### src/rtl/ghost_move_scheduler.sv
// ghost_move_scheduler
//   Frame-rate sequencer for the ghost movers. Once per movement frame it
//   walks the ghosts in order 0..NUM_GHOSTS-1, works out each ghost's target
//   tile from its position and direction, checks that tile through the
//   shared wall-lookup port and grants a one-cycle move_en pulse when the
//   tile is open (or raises blocked when it is walled or off the map).
//
// Optional feature (compile-time macro FRIGHT_HALF_SPEED_EN):
//   When defined, a frightened ghost is skipped on odd-parity frames so it
//   moves at half speed. When undefined, ghost_fright is ignored and no
//   frame-parity state exists.
//
// Ports:
//   clk, reset     system clock, asynchronous active-high reset
//   enable         frame generation enable (clears the tick counter when 0)
//   ghost_x/y/dir  packed per-ghost position and direction, ghost i at [i*W +: W]
//   ghost_freeze   per-ghost skip for this frame
//   ghost_fright   per-ghost frightened flag (optional feature only)
//   wall_req       one-cycle lookup strobe, wall_addr = row*COLS+col
//   wall_hit       wall bit, valid the cycle after wall_req
//   move_en        one-cycle step grants, at most one bit high
//   blocked        target walled or off-map this frame
//   frame_done     one-cycle end-of-frame pulse
//   busy           sequencer not idle
//   overrun        sticky: a tick arrived while a frame was still running

`ifndef DIR_UP
`define DIR_UP    2'd0
`endif
`ifndef DIR_DOWN
`define DIR_DOWN  2'd1
`endif
`ifndef DIR_LEFT
`define DIR_LEFT  2'd2
`endif
`ifndef DIR_RIGHT
`define DIR_RIGHT 2'd3
`endif

module ghost_move_scheduler #(
    parameter int NUM_GHOSTS = 4,
    parameter int TICK_DIV   = 2500000,
    parameter int TILE       = 20,
    parameter int COLS       = 32,
    parameter int ROWS       = 24,
    parameter int XW         = 10,
    parameter int YW         = 9,
    localparam int AW        = $clog2(ROWS*COLS)
) (
    input  logic                     clk,
    input  logic                     reset,
    input  logic                     enable,
    input  logic [NUM_GHOSTS*XW-1:0] ghost_x,
    input  logic [NUM_GHOSTS*YW-1:0] ghost_y,
    input  logic [NUM_GHOSTS*2-1:0]  ghost_dir,
    input  logic [NUM_GHOSTS-1:0]    ghost_freeze,
    input  logic [NUM_GHOSTS-1:0]    ghost_fright,
    output logic                     wall_req,
    output logic [AW-1:0]            wall_addr,
    input  logic                     wall_hit,
    output logic [NUM_GHOSTS-1:0]    move_en,
    output logic [NUM_GHOSTS-1:0]    blocked,
    output logic                     frame_done,
    output logic                     busy,
    output logic                     overrun
);

    localparam int IW = (NUM_GHOSTS > 1) ? $clog2(NUM_GHOSTS) : 1;
    localparam int CW = (TICK_DIV > 1) ? $clog2(TICK_DIV) : 1;

    typedef enum logic [1:0] {IDLE, SETUP, WAIT, NEXT} state_t;

    state_t          state, state_nxt;
    logic [CW-1:0]   tick_cnt;
    logic            tick;
    logic [IW-1:0]   idx;
    logic            last_ghost;
    logic            grant_q;     // lookup came back open; grant in NEXT
    logic [AW-1:0]   addr_q;      // last issued lookup address

    logic [XW-1:0]   gx, col, tcol;
    logic [YW-1:0]   gy, row, trow;
    logic [1:0]      gd;
    logic            gfreeze;
    logic            off_map, skip, lookup;
    logic [AW-1:0]   tgt_addr;

    // ------------------------------------------------------------------
    // Frame tick divider
    // ------------------------------------------------------------------
    assign tick = enable && (tick_cnt == CW'(TICK_DIV - 1));

    always_ff @(posedge clk or posedge reset) begin
        if (reset)
            tick_cnt <= '0;
        else if (!enable || tick)
            tick_cnt <= '0;
        else
            tick_cnt <= tick_cnt + CW'(1);
    end

    // ------------------------------------------------------------------
    // Current-ghost selection and target tile
    // ------------------------------------------------------------------
`ifdef FRIGHT_HALF_SPEED_EN
    logic gfright;
    logic parity;
`else
    logic unused_fright;
    assign unused_fright = ^ghost_fright;
`endif

    always_comb begin
        gx      = '0;
        gy      = '0;
        gd      = '0;
        gfreeze = 1'b0;
`ifdef FRIGHT_HALF_SPEED_EN
        gfright = 1'b0;
`endif
        for (int i = 0; i < NUM_GHOSTS; i++) begin
            if (idx == IW'(i)) begin
                gx      = ghost_x[i*XW +: XW];
                gy      = ghost_y[i*YW +: YW];
                gd      = ghost_dir[i*2 +: 2];
                gfreeze = ghost_freeze[i];
`ifdef FRIGHT_HALF_SPEED_EN
                gfright = ghost_fright[i];
`endif
            end
        end
    end

    always_comb begin
        col     = gx / XW'(TILE);
        row     = gy / YW'(TILE);
        tcol    = col;
        trow    = row;
        // A ghost already outside the map can never have a valid target.
        off_map = (col >= XW'(COLS)) || (row >= YW'(ROWS));
        case (gd)
            `DIR_UP: begin
                trow = row - YW'(1);
                if (row == '0) off_map = 1'b1;
            end
            `DIR_DOWN: begin
                trow = row + YW'(1);
                if (row >= YW'(ROWS - 1)) off_map = 1'b1;
            end
            `DIR_LEFT: begin
                tcol = col - XW'(1);
                if (col == '0) off_map = 1'b1;
            end
            default: begin
                tcol = col + XW'(1);
                if (col >= XW'(COLS - 1)) off_map = 1'b1;
            end
        endcase
    end

    assign tgt_addr = AW'(trow) * AW'(COLS) + AW'(tcol);

`ifdef FRIGHT_HALF_SPEED_EN
    assign skip = gfreeze || (gfright && parity);
`else
    assign skip = gfreeze;
`endif
    assign lookup     = !skip && !off_map;
    assign last_ghost = (idx == IW'(NUM_GHOSTS - 1));

    // ------------------------------------------------------------------
    // FSM: state register / next state / outputs
    // ------------------------------------------------------------------
    always_ff @(posedge clk or posedge reset) begin
        if (reset)
            state <= IDLE;
        else
            state <= state_nxt;
    end

    always_comb begin
        state_nxt = state;
        case (state)
            IDLE:    if (tick) state_nxt = SETUP;
            SETUP:   state_nxt = lookup ? WAIT : NEXT;
            WAIT:    state_nxt = NEXT;
            NEXT:    state_nxt = last_ghost ? IDLE : SETUP;
            default: state_nxt = IDLE;
        endcase
    end

    always_comb begin
        wall_req   = 1'b0;
        wall_addr  = addr_q;
        move_en    = '0;
        frame_done = 1'b0;
        busy       = (state != IDLE);
        case (state)
            SETUP: begin
                if (lookup) begin
                    wall_req  = 1'b1;
                    wall_addr = tgt_addr;
                end
            end
            NEXT: begin
                if (grant_q) move_en[idx] = 1'b1;
                frame_done = last_ghost;
            end
            default: ;
        endcase
    end

    // ------------------------------------------------------------------
    // Sequencer datapath: index, grant, blocked, address hold, overrun
    // ------------------------------------------------------------------
    always_ff @(posedge clk or posedge reset) begin
        if (reset) begin
            idx     <= '0;
            grant_q <= 1'b0;
            addr_q  <= '0;
            blocked <= '0;
            overrun <= 1'b0;
`ifdef FRIGHT_HALF_SPEED_EN
            parity  <= 1'b0;
`endif
        end else begin
            if (tick && state != IDLE) overrun <= 1'b1;
            case (state)
                IDLE: begin
                    if (tick) begin
                        blocked <= '0;
                        idx     <= '0;
                    end
                end
                SETUP: begin
                    grant_q <= 1'b0;
                    if (!skip && off_map) blocked[idx] <= 1'b1;
                    if (lookup) addr_q <= tgt_addr;
                end
                WAIT: begin
                    grant_q <= !wall_hit;
                    if (wall_hit) blocked[idx] <= 1'b1;
                end
                NEXT: begin
                    if (last_ghost) begin
`ifdef FRIGHT_HALF_SPEED_EN
                        parity <= !parity;
`endif
                    end else begin
                        idx <= idx + IW'(1);
                    end
                end
                default: ;
            endcase
        end
    end

endmodule

### config.mk
export PLATFORM = sky130hd
export DESIGN_NAME = ghost_move_scheduler
export DESIGN_NICKNAME = d
export VERILOG_FILES = /design/src/rtl/ghost_move_scheduler.sv
export SDC_FILE = /design/constraint.sdc
export NUM_CORES = 1
export LEC_CHECK = 0
export CAP_MARGIN = 20
export CORE_MARGIN = 2
export CORE_UTILIZATION = 52
export CTS_BUF_LIST = sky130_fd_sc_hd__clkbuf_4
export CTS_CLUSTER_DIAMETER = 50
export DETAILED_ROUTE_END_ITERATION = 16
export GPL_TIMING_DRIVEN = 0
export PLACE_DENSITY = 0.84
export SKIP_CTS_REPAIR_TIMING = 1
export SYNTH_ARGS = -nofsm -noshare
export SYNTH_HDL_FRONTEND = slang
export SYNTH_SLANG_ARGS = --single-unit
export TNS_END_PERCENT = 5
### constraint.sdc
create_clock -name clk -period 11 [get_ports clk]
set_input_delay 2.2 -clock clk [delete_from_list [all_inputs] [get_ports clk]]
set_output_delay 2.2 -clock clk [all_outputs]
set_load 0.005 [all_outputs]
==> reports/qor.csv <==
stage,metric,value,unit
outcome,status,completed,
layout,area_growth,27.3,%
setup_path,path_buf_inv,5,
layout,num_antenna_cells,0,
hold_path,holdCritPathClass,reg -> reg,
yosys,ys_seq_elements,42,
timing,fin_crit_sh,96.7,%
clock_tree,htreeDepth,2,
route,drc,0,
grt,gr-total-overflow,0,
yosys,synth_nets,743,
floorplan,core_area,9110,sq um
place,dpl.hpwl,11400,um
power,ir_drop,0.0766,mV
timing,setup_viol,0,
grt,grt_use_total,29.1,%
power,p_seq_share,35.6,%
setup_path,rrSetupSlack,4.44,ns
route,routed_wirelength,14700,um
power,p_sw_share,34.2,%
grt,grt_start_max_net_pins,43,
setup_path,crit_path_top_delay_cell,clkdlybuf4s50_1,
setup_path,rr_worst_depth,28,
timing,setup-tns-final,0,ns
yosys,syn-cell-area,4800,sq um
power,power_frac_comb,41.1,%
timing,max_freq,94.0,MHz
timing,slew-limit-headroom,39.9,%
yosys,synthCells,619,
setup_path,crit_start,ghost_x[18],
timing,worstMarginPinSlew,0.901,ns
setup_path,cp.required,8.80,ns
route,vias_per_cell,6.32,
layout,layout-drive-gt1-share,9.81,%
yosys,yosys_warnings,0,
floorplan,initial_utilization,52.7,%
power,power_density,74.5,nW/um^2
clock_tree,path_clk_slew,0.16,ns
yosys,yosys.area.top_type,dfrtp_1,
clock_tree,clock-sinks,42,
setup_path,path_depth,29,
setup_path,endpoint_kind,output port,
place,gp_congestion,0.942,
grt,grt_first_pass_wirelength,24100,um
clock_tree,numCtsBuffers,5,
timing,fin_crit,10.64,ns
setup_path,worstSetupEndpoint,wall_addr[9],
power,leakagePower,0.00251,uW
setup_path,cp-start-kind,input pin,
power,clockPowerShare,23.2,%
route,wl_per_cell,17.4,um
timing,finClkSkew,0.0229,ns
route,dr.pass1.iters,5,
place,port_buffers,105,
floorplan,num_io_pins,118,
setup_path,cp_max_fo,6,
timing,drv_slew,0,
clock_tree,cts_root_buf,clkbuf_4,
clock_tree,insertion_delay,0.37,ns
floorplan,rows,35,
setup_path,r2r_end,addr_q[9],
floorplan,die_x,100,um
yosys,ys.flop_type,dfrtp_1,
route,ant_nets,0,
floorplan,die_area,10000,sq um
yosys,synth_top_cell_area_share,21.9,%
yosys,ys_async_sr_fraction,100,%
route,drt_iter0_markers,486,
setup_path,path_class,in -> out,
grt,grt_pass1_vias,5219,
place,place_inst,835,
layout,final_cells,845,
power,switchingPower,156,uW
yosys,yosys-top-cells-area,"dfrtp_1, ha_1, nand2_1, a21oi_1, nor2_1",
layout,nets,857,
clock_tree,cts_tree,built,
timing,hold_viol,0,
clock_tree,cts_buffer_depth,2,
setup_path,worst_path_largest_cell_delay,0.47,ns
setup_path,arrival,8.44,ns
power,power.internal,300,uW
yosys,ys_seq_area_share,21.9,%
route,vias,5341,
setup_path,reg2reg_from,idx[0],
yosys,synth.distinct_cells,78,
setup_path,crit_family,compound AO/OA/AOI/OAI gates,
yosys,syn_avg_cell_area,7.76,sq um
floorplan,die_h,100,um
yosys,synth-edff-count,0,
run,max_cap_viol_count,0,
grt,antenna_found_initial,0,
power by group through the flow:
stage	Clock [uW]	Sequential (uW)	Combinational [uW]
floorplan	0	165	113
global placement	0	165	173
detailed placement	0	165	179
CTS	107	162	180
global route	113	163	206
finish	106	162	187
worst register-to-register path, delay by kind of cell (launching register included):
| family | cells | cell delay (ns) |
|---|---|---|
| AO/OA/AOI/OAI | 14 | 2.91 |
| adder cells (fa/ha/maj) | 3 | 1.24 |
| AND/OR/NAND/NOR | 3 | 0.70 |
| XOR/XNOR | 3 | 0.52 |
| buffers and inverters | 4 | 0.50 |
| flip-flops | 1 | 0.43 |
| multiplexers | 1 | 0.21 |
metrics by stage:
step / cell area [sq um] / total power, uW / util (%) / hold WS (ns) / setup WS [ns]
floorplan: 4800 / 277 / - / 0.462 / 1.94
CTS: 6080 / 449 / 66.7 / 0.507 / 0.258
detailed placement: 5990 / 345 / 65.8 / 0.474 / 0.288
global placement: 5990 / 338 / 65.8 / 0.457 / 0.508
global route: 6120 / 482 / 67.2 / 0.536 / -0.0887
finish: 6120 / 456 / 67.2 / 0.503 / 0.364
per-layer routing:
metal / vias up / GRT usage (%) / part of all wire [%]
met5: - / 0 / 0
met4: 0 / 9.91 / 2.7
met3: 45 / 5.29 / 6.6
met2: 245 / 51.9 / 50
met1: 2538 / 35.1 / 40
li1: 2513 / - / -
kinds of logic (layout without fill, tap and decap cells):
logic type	count (synthesis)	count (layout)	synth area share, %
AND/OR/NAND/NOR	249	249	26.1
XOR/XNOR	33	33	6.02
multiplexers	11	11	2.42
buffers and inverters	54	169	5.57
AO/OA/AOI/OAI	201	201	30.1
flip-flops	42	42	21.9
adder cells (fa/ha/maj)	29	29	7.99
cell usage in the layout, fill, tap and decap left out, types with 5 or more instances in the layout:
master / n
a211oi_1: 8
a211oi_2: 6
a21o_1: 5
a21oi_1: 40
a31oi_1: 8
and2_1: 8
and3_1: 13
buf_2: 7
buf_4: 7
buf_6: 5
clkbuf_1: 10
clkbuf_4: 5
clkdlybuf4s50_1: 105
dfrtp_1: 42
ha_1: 25
inv_1: 24
mux2i_1: 6
nand2_1: 74
nand2b_1: 10
nand3_1: 32
nand3b_1: 9
nand4_1: 8
nor2_1: 53
nor2b_1: 5
nor3_1: 7
o211ai_1: 20
o21a_1: 8
o21ai_0: 34
o21ai_1: 11
o22a_1: 7
o22ai_1: 8
or3_1: 6
xnor2_1: 13
xor2_1: 19
Yosys cell counts, types with 9 or more instances:
cell type / n
clkbuf_1: 12
nor2_1: 53
dfrtp_1: 42
xor2_1: 19
o21ai_1: 11
ha_1: 25
o22ai_1: 9
inv_1: 25
a21oi_1: 41
nand3_1: 32
and3_1: 13
o21ai_0: 34
nand2_1: 75
nand3b_1: 9
o211ai_1: 20
nand2b_1: 10
xnor2_1: 14
flip-flops by register name, indices dropped and copies added (netlist names):
signal,cells
addr_q,10
blocked,4
grant_q,1
idx,2
overrun,1
state,2
tick_cnt,22
layout make-up:
class	count	area (sq um)
clock buffers	5	37.5
repair buffers	107	1070
inverters	25	93.8
fillers	779	2990
multi-input cells	523	3510
well taps	111	139
clock inverters	3	43.8
plain buffers	29	175
flip-flops and latches	42	1050
how the worst min path moves through the flow:
stage               startpoint         to  depth (start not counted)  slack [ns]
floorplan            addr_q[5]  addr_q[5]                          2        0.46
global placement     addr_q[5]  addr_q[5]                          2        0.46
detailed placement   addr_q[3]  addr_q[3]                          2        0.47
CTS                  addr_q[3]  addr_q[3]                          2        0.51
global route         addr_q[9]  addr_q[9]                          2        0.54
finish               addr_q[3]  addr_q[3]                          2        0.50
Power figures use the tool's default switching activity.
